File: config.mk
export PLATFORM = sky130hd
export DESIGN_NAME = mem_stage
export DESIGN_NICKNAME = d
export VERILOG_FILES = /design/src/rtl/mem_stage_pkg.sv /design/src/rtl/mem_stage.sv
export SDC_FILE = /design/constraint.sdc
export NUM_CORES = 1
export LEC_CHECK = 0
export ABC_CLOCK_PERIOD_IN_PS = 1700
export CAP_MARGIN = 20
export CORE_AREA = 3 3 102 104
export DETAILED_ROUTE_END_ITERATION = 10
export DIE_AREA = 0 0 105 107
export PLACE_DENSITY = 0.8
export SLEW_MARGIN = 20
export SYNTH_ARGS = -nofsm -noshare
export SYNTH_HDL_FRONTEND = slang
export SYNTH_SLANG_ARGS = --single-unit
export TNS_END_PERCENT = 50
File: constraint.sdc
create_clock -name clock -period 1.7 [get_ports clock]
set_input_delay 0.17 -clock clock [delete_from_list [all_inputs] [get_ports clock]]
set_output_delay 0.17 -clock clock [all_outputs]
set_load 0.02 [all_outputs]
File: src/rtl/mem_stage_pkg.sv
// rtl/mem_stage_pkg.sv - shared opcodes, phase code and timeout limit for the memory stage
package mem_stage_pkg;

    localparam logic       EXEC          = 1'b1;
    localparam logic [4:0] OP_LOAD       = 5'b10000;
    localparam logic [4:0] OP_STORE      = 5'b10001;
    localparam logic [3:0] TIMEOUT_LIMIT = 4'd15;

    function automatic logic [4:0] opcode_of(input logic [15:0] ir);
        return ir[15:11];
    endfunction

endpackage

File: src/rtl/mem_stage.sv
// rtl/mem_stage.sv - memory pipeline stage: issues data-memory requests, waits for ack or timeout
module mem_stage
    import mem_stage_pkg::*;
(
    input  logic        clock,
    input  logic        reset,
    input  logic        state,
    input  logic [15:0] mem_ir,
    input  logic [15:0] reg_C,
    input  logic        dw,
    input  logic [15:0] smdr1,
    output logic        d_req,
    output logic        d_we,
    output logic [15:0] d_addr,
    output logic [15:0] d_wdata,
    input  logic        d_ack,
    input  logic [15:0] d_rdata,
    output logic [15:0] wb_ir,
    output logic [15:0] reg_C1,
    output logic        stall,
    output logic        merr
);

    localparam logic ST_IDLE   = 1'b0;
    localparam logic ST_ACCESS = 1'b1;

    logic        r_fsm, w_fsm_next;
    logic [3:0]  r_wait_cnt, w_wait_cnt;
    logic [15:0] r_ir, w_ir;
    logic        r_d_req, w_d_req;
    logic        r_d_we, w_d_we;
    logic [15:0] r_d_addr, w_d_addr;
    logic [15:0] r_d_wdata, w_d_wdata;
    logic [15:0] r_wb_ir, w_wb_ir;
    logic [15:0] r_reg_c1, w_reg_c1;
    logic        r_stall, w_stall;
    logic        r_merr, w_merr;

    logic        w_go;
    logic        w_is_mem;
    logic [3:0]  w_wait_inc;
    logic        w_timeout;

    assign w_go       = (state == EXEC);
    assign w_is_mem   = (opcode_of(mem_ir) == OP_LOAD) || dw;
    assign w_wait_inc = r_wait_cnt + 4'd1;
    assign w_timeout  = (w_wait_inc == TIMEOUT_LIMIT);

    always_ff @(posedge clock) begin
        if (!reset) r_fsm <= ST_IDLE;
        else        r_fsm <= w_fsm_next;
    end

    always_comb begin
        w_fsm_next = r_fsm;
        if (r_fsm == ST_IDLE) begin
            if (w_go && w_is_mem) w_fsm_next = ST_ACCESS;
        end else begin
            if (d_ack || w_timeout) w_fsm_next = ST_IDLE;
        end
    end

    // Next values of the registered outputs; ACCESS ignores the pipeline phase entirely.
    always_comb begin
        w_wait_cnt = r_wait_cnt;
        w_ir       = r_ir;
        w_d_req    = r_d_req;
        w_d_we     = r_d_we;
        w_d_addr   = r_d_addr;
        w_d_wdata  = r_d_wdata;
        w_wb_ir    = r_wb_ir;
        w_reg_c1   = r_reg_c1;
        w_stall    = r_stall;
        w_merr     = r_merr;
        if (r_fsm == ST_IDLE) begin
            if (w_go && w_is_mem) begin
                w_d_req    = 1'b1;
                w_d_we     = dw;
                w_d_addr   = reg_C;
                w_d_wdata  = smdr1;
                w_ir       = mem_ir;
                w_wb_ir    = 16'h0000;
                w_stall    = 1'b1;
                w_wait_cnt = 4'd0;
            end else if (w_go) begin
                w_wb_ir  = mem_ir;
                w_reg_c1 = reg_C;
                w_stall  = 1'b0;
            end
        end else if (d_ack) begin
            w_d_req  = 1'b0;
            w_d_we   = 1'b0;
            w_stall  = 1'b0;
            w_wb_ir  = r_ir;
            w_reg_c1 = (opcode_of(r_ir) == OP_LOAD) ? d_rdata : r_d_addr;
        end else begin
            w_wait_cnt = w_wait_inc;
            if (w_timeout) begin
                w_d_req = 1'b0;
                w_d_we  = 1'b0;
                w_merr  = 1'b1;
                w_wb_ir = 16'h0000;
                w_stall = 1'b0;
            end
        end
    end

    always_ff @(posedge clock) begin
        if (!reset) begin
            r_wait_cnt <= 4'd0;
            r_ir       <= 16'h0000;
            r_d_req    <= 1'b0;
            r_d_we     <= 1'b0;
            r_d_addr   <= 16'h0000;
            r_d_wdata  <= 16'h0000;
            r_wb_ir    <= 16'h0000;
            r_reg_c1   <= 16'h0000;
            r_stall    <= 1'b0;
            r_merr     <= 1'b0;
        end else begin
            r_wait_cnt <= w_wait_cnt;
            r_ir       <= w_ir;
            r_d_req    <= w_d_req;
            r_d_we     <= w_d_we;
            r_d_addr   <= w_d_addr;
            r_d_wdata  <= w_d_wdata;
            r_wb_ir    <= w_wb_ir;
            r_reg_c1   <= w_reg_c1;
            r_stall    <= w_stall;
            r_merr     <= w_merr;
        end
    end

    assign d_req   = r_d_req;
    assign d_we    = r_d_we;
    assign d_addr  = r_d_addr;
    assign d_wdata = r_d_wdata;
    assign wb_ir   = r_wb_ir;
    assign reg_C1  = r_reg_c1;
    assign stall   = r_stall;
    assign merr    = r_merr;

endmodule

==> parameters.txt <==
Parameter                              Value

Run status
  Status    finished, final reports clean

Global route
  Pin count of the biggest net entering global routing    33
  Initial antenna violation count    0
  Number of global-route vias before repair    approximately 3700
  Overall track demand over capacity in global routing    0.194
  Aggregate global routing overflow    0
  Global-route wire length before repair    roughly 18000 um

Route
  Router iterations before antenna repair    4
  Wirelength per Cell    around 15 um
  DRC violation total after the first TritonRoute iteration    ~170
  Remaining antenna violation count    0
  Number of vias per cell after detailed routing    approximately 5.2
  Number of design rule violations left after detail routing    0
  Vias    approximately 3800
  Routed wire length    11000 um

Min path
  Kind of path behind the tightest hold check    in -> reg
  Startpoint of the lowest-slack hold path    reset
  Min-Delay Path Depth    3
  Hold Crit Endpoint    r_wait_cnt[0]

Power
  Leakage dissipation    2.43 nW
  Net switching component of the power    between 1 and 1.5 mW
  Power per Cell Area    between 800 and 900 mW/mm^2
  Peak supply drop    a little under 0.5 mV
  Internal    3.47 mW
  Sequential group share of total power    0.474
  Sw Share    0.281
  Combinational Power Share    0.220
  Clock share of power    0.306

Clock network
  Insertion delay of the later-clocked pin in the worst-skew pair    0.35 ns
  Cts hold-fix bufs    0
  Clock transition time at the flip-flop clock pins of the worst setup and hold paths    about 0.09 ns
  CTS root buffer    sky130_fd_sc_hd__clkbuf_8
  Number of H-tree levels    3
  Number of buffers on the longest clock path    2
  CTS tree    built
  Clk sink count    slightly below 90
  Total clock buffers created by CTS    9

Critical path
  Flop2flop setup slack    roughly 0.087 ns
  Worst Setup End Kind    flip-flop
  Classification of the worst setup path    reg -> reg
  R2R depth    7
  Kind of start point of the critical path    flip-flop
  End of the worst register-to-register path    wb_ir[11]
  Crit-path max FO    17
  Delay of the slowest cell on the worst path    roughly 0.37 ns
  Data required time of the worst path    a little under 2 ns
  Worst R2R Start    r_wait_cnt[0]
  Cell Chain, Critical Path    ha_4, nor2b_1, a21oi_2, o211ai_1, buf_4, and2_4, o211a_1
  Slowest stage cell on the critical path    sky130_fd_sc_hd__dfxtp_4
  Data arrival time of the worst path    approximately 1.9 ns

STA
  Worst Clk Skew    between 0.01 and 0.015 ns
  Sum of negative setup slack    0 ns
  Min Tclk post-route    around 1.6 ns
  Transition at the pin with the smallest max-transition slack    0.330 ns
  Final period util    0.949
  Max Slew Vio Count    0
  Achievable frequency    roughly 0.62 GHz
  Headroom to the max-slew limit    0.780
  Final setup violation count    0
  PnR worst setup slack    about 0.087 ns
  Count of final hold-check violations    0

Placed design
  Routability-driven placement congestion ratio    around 0.88
  Port Buffers    roughly 140
  Placed Instances    roughly 720
  Pre-CTS setup slack    -0.235 ns
  Post-detail-place hpwl    roughly 8000 um

Yosys
  Seq/Total Area, Yosys    0.454
  Post-synthesis sequential element count    89
  Synthesized Nets    523
  Library cell with the largest summed area after synthesis    sky130_fd_sc_hd__dfxtp_1
  Mean Syn Cell Area    a little under 9 um^2
  Summed instance area of the synthesized netlist    ~0.0039 mm^2
  Mapped Cells    roughly 450
  Post-synth cell types    37
  Proportion of netlist area held by the largest area contributor    0.454
  Number of warning messages in the yosys log    0
  Largest cells by area after synthesis    sky130_fd_sc_hd__dfxtp_1 45%, sky130_fd_sc_hd__nand2_1 10%, sky130_fd_sc_hd__a21boi_1 9.4%, sky130_fd_sc_hd__mux2i_1 4.1%, sky130_fd_sc_hd__o211a_1 4.1%

Job
  Max Cap Viol    0

Finish
  Number of non-filler instances in the completed layout    about 730
  Number of nets in the final layout    ~670
  Commonest non-fill, non-tap cells in the layout    135 x sky130_fd_sc_hd__clkdlybuf4s50_1, 105 x sky130_fd_sc_hd__nand2_1, 87 x sky130_fd_sc_hd__dfxtp_1, 49 x sky130_fd_sc_hd__a21boi_1, 26 x sky130_fd_sc_hd__buf_4
  Fraction of layout instances using a drive strength above 1    0.110
  Most common cell after layout, fill and taps aside    sky130_fd_sc_hd__clkdlybuf4s50_1
  Area growth syn-to-layout    48.8%
  Ant. Diodes    0
  Count of fill cells added during filler insertion    between 800 and 900
  Final core utilization    0.606

Floorplanning
  Core Box Area    0.00964 mm^2
  Die width    between 100 and 150 um
  Y dimension of the die    around 110 um
  Top-level I/O count    between 100 and 150
  Die ar.    roughly 0.011 mm^2
  Effective utilization at floorplan    0.407
  Std cell rows    36
==> stage by stage <==
| step | cell area (um^2) | power (mW) | hold WS [ns] |
|---|---|---|---|
| after floorplan | 3930 | 2.85 | 0.305 |
| after global placement | 5620 | 3.38 | 0.439 |
| after detailed placement | 5620 | 3.40 | 0.445 |
| after CTS | 5820 | 4.90 | 0.197 |
| after global routing | 5850 | 5.05 | 0.231 |
| final | 5850 | 4.83 | 0.212 |
==> registers in the layout, summed over array words and instances, names as in the netlist <==
signal	flops
d_addr	16
d_req	1
d_wdata	16
d_we	1
merr	1
r_fsm	1
r_ir	16
r_wait_cnt	4
reg_C1	16
stall	1
wb_ir	16
==> cell usage after synthesis <==
cell,instances
sky130_fd_sc_hd__a31oi_1,5
sky130_fd_sc_hd__nand3_1,13
sky130_fd_sc_hd__a22o_1,16
sky130_fd_sc_hd__o21ai_0,6
sky130_fd_sc_hd__nor4_2,1
sky130_fd_sc_hd__nand2_2,1
sky130_fd_sc_hd__o21ai_1,2
sky130_fd_sc_hd__and2_1,3
sky130_fd_sc_hd__nor2b_1,8
sky130_fd_sc_hd__a21boi_0,2
sky130_fd_sc_hd__a22oi_1,12
sky130_fd_sc_hd__a21o_1,2
sky130_fd_sc_hd__nor4b_4,1
sky130_fd_sc_hd__nand2b_4,1
sky130_fd_sc_hd__buf_1,1
sky130_fd_sc_hd__buf_2,16
sky130_fd_sc_hd__a21boi_1,49
sky130_fd_sc_hd__nand2b_1,4
sky130_fd_sc_hd__mux2i_1,16
sky130_fd_sc_hd__a21oi_1,25
sky130_fd_sc_hd__ha_1,2
sky130_fd_sc_hd__nor3b_1,3
sky130_fd_sc_hd__o211a_1,16
sky130_fd_sc_hd__buf_4,3
sky130_fd_sc_hd__a21oi_2,3
sky130_fd_sc_hd__o211ai_1,1
sky130_fd_sc_hd__dfxtp_1,89
sky130_fd_sc_hd__inv_1,4
sky130_fd_sc_hd__buf_6,2
sky130_fd_sc_hd__nand4b_1,1
sky130_fd_sc_hd__or2_2,1
sky130_fd_sc_hd__nand2_1,105
sky130_fd_sc_hd__nor2_1,19
sky130_fd_sc_hd__nand4_1,1
sky130_fd_sc_hd__and2b_1,1
sky130_fd_sc_hd__o22ai_1,1
sky130_fd_sc_hd__clkbuf_1,16
==> logic make-up (layout without fill, tap and decap cells) <==
logic type | count (synthesis) | count (layout) | synth area share
and+or+nand+nor | 163 | 163 | 0.186
AOI/OAI and AO/OA | 140 | 140 | 0.261
DFF | 89 | 89 | 0.454
buffers and inverters | 42 | 190 | 0.0519
muxes | 16 | 16 | 0.0408
adders and majority gates | 2 | 2 | 0.00637
==> metal layers <==
| layer | vias up | GRT usage | part of all wire |
|---|---|---|---|
| li1 | 1847 | - | - |
| met1 | 1823 | 0.232 | 0.45 |
| met2 | 132 | 0.339 | 0.47 |
| met3 | 14 | 0.0458 | 0.061 |
| met4 | 0 | 0.0722 | 0.014 |
| met5 | - | 0 | 0 |
==> power groups by stage <==
stage                     Sequential (mW)  Clock [mW]  Combinational [mW]
after floorplan                      2.45           0               0.400
after global placement               2.33           0                1.04
after detailed placement             2.34           0                1.06
after CTS                            2.29        1.54                1.07
after global routing                 2.30        1.60                1.15
final                                2.29        1.48                1.06
==> worst max-delay path: cells and delay by family (launching register included) <==
kind | cells | cell delay, ns
compound gates | 3 | 0.47
buf+inv | 1 | 0.16
simple gates | 2 | 0.33
flops | 1 | 0.37
fa+ha+maj | 1 | 0.17
==> cell type report <==
| class | count | area (um^2) | area share |
|---|---|---|---|
| clock inverters | 7 | 77.6 | 0.0133 |
| repair buffers | 170 | 1700 | 0.291 |
| well taps | 133 | 166 | 0.0285 |
| inverters | 4 | 15.0 | 0.00257 |
| clock buffers | 9 | 124 | 0.0212 |
| flip-flops and latches | 89 | 1790 | 0.306 |
| multi-input cells | 321 | 1970 | 0.338 |
==> how the worst max path moves through the flow <==
stage	start	endpoint	cells past startpoint	slack (ns)
after floorplan	r_wait_cnt[0]	wb_ir[10]	8	0.004
after global placement	mem_ir[14]	reg_C1[14]	7	-0.19
after detailed placement	mem_ir[14]	r_wait_cnt[3]	8	-0.23
after CTS	r_wait_cnt[0]	wb_ir[13]	7	0.0006
after global routing	r_wait_cnt[0]	wb_ir[15]	7	-0.03
final	r_wait_cnt[0]	wb_ir[11]	7	0.09
==> what timing repair did <==
action                     4_1_cts  5_1_grt
buffers inserted                 0        1
hold endpoints to repair         0        0
setup endpoints to repair        0       20
gates resized for setup          0       10
(Power assumes the default switching activity.)
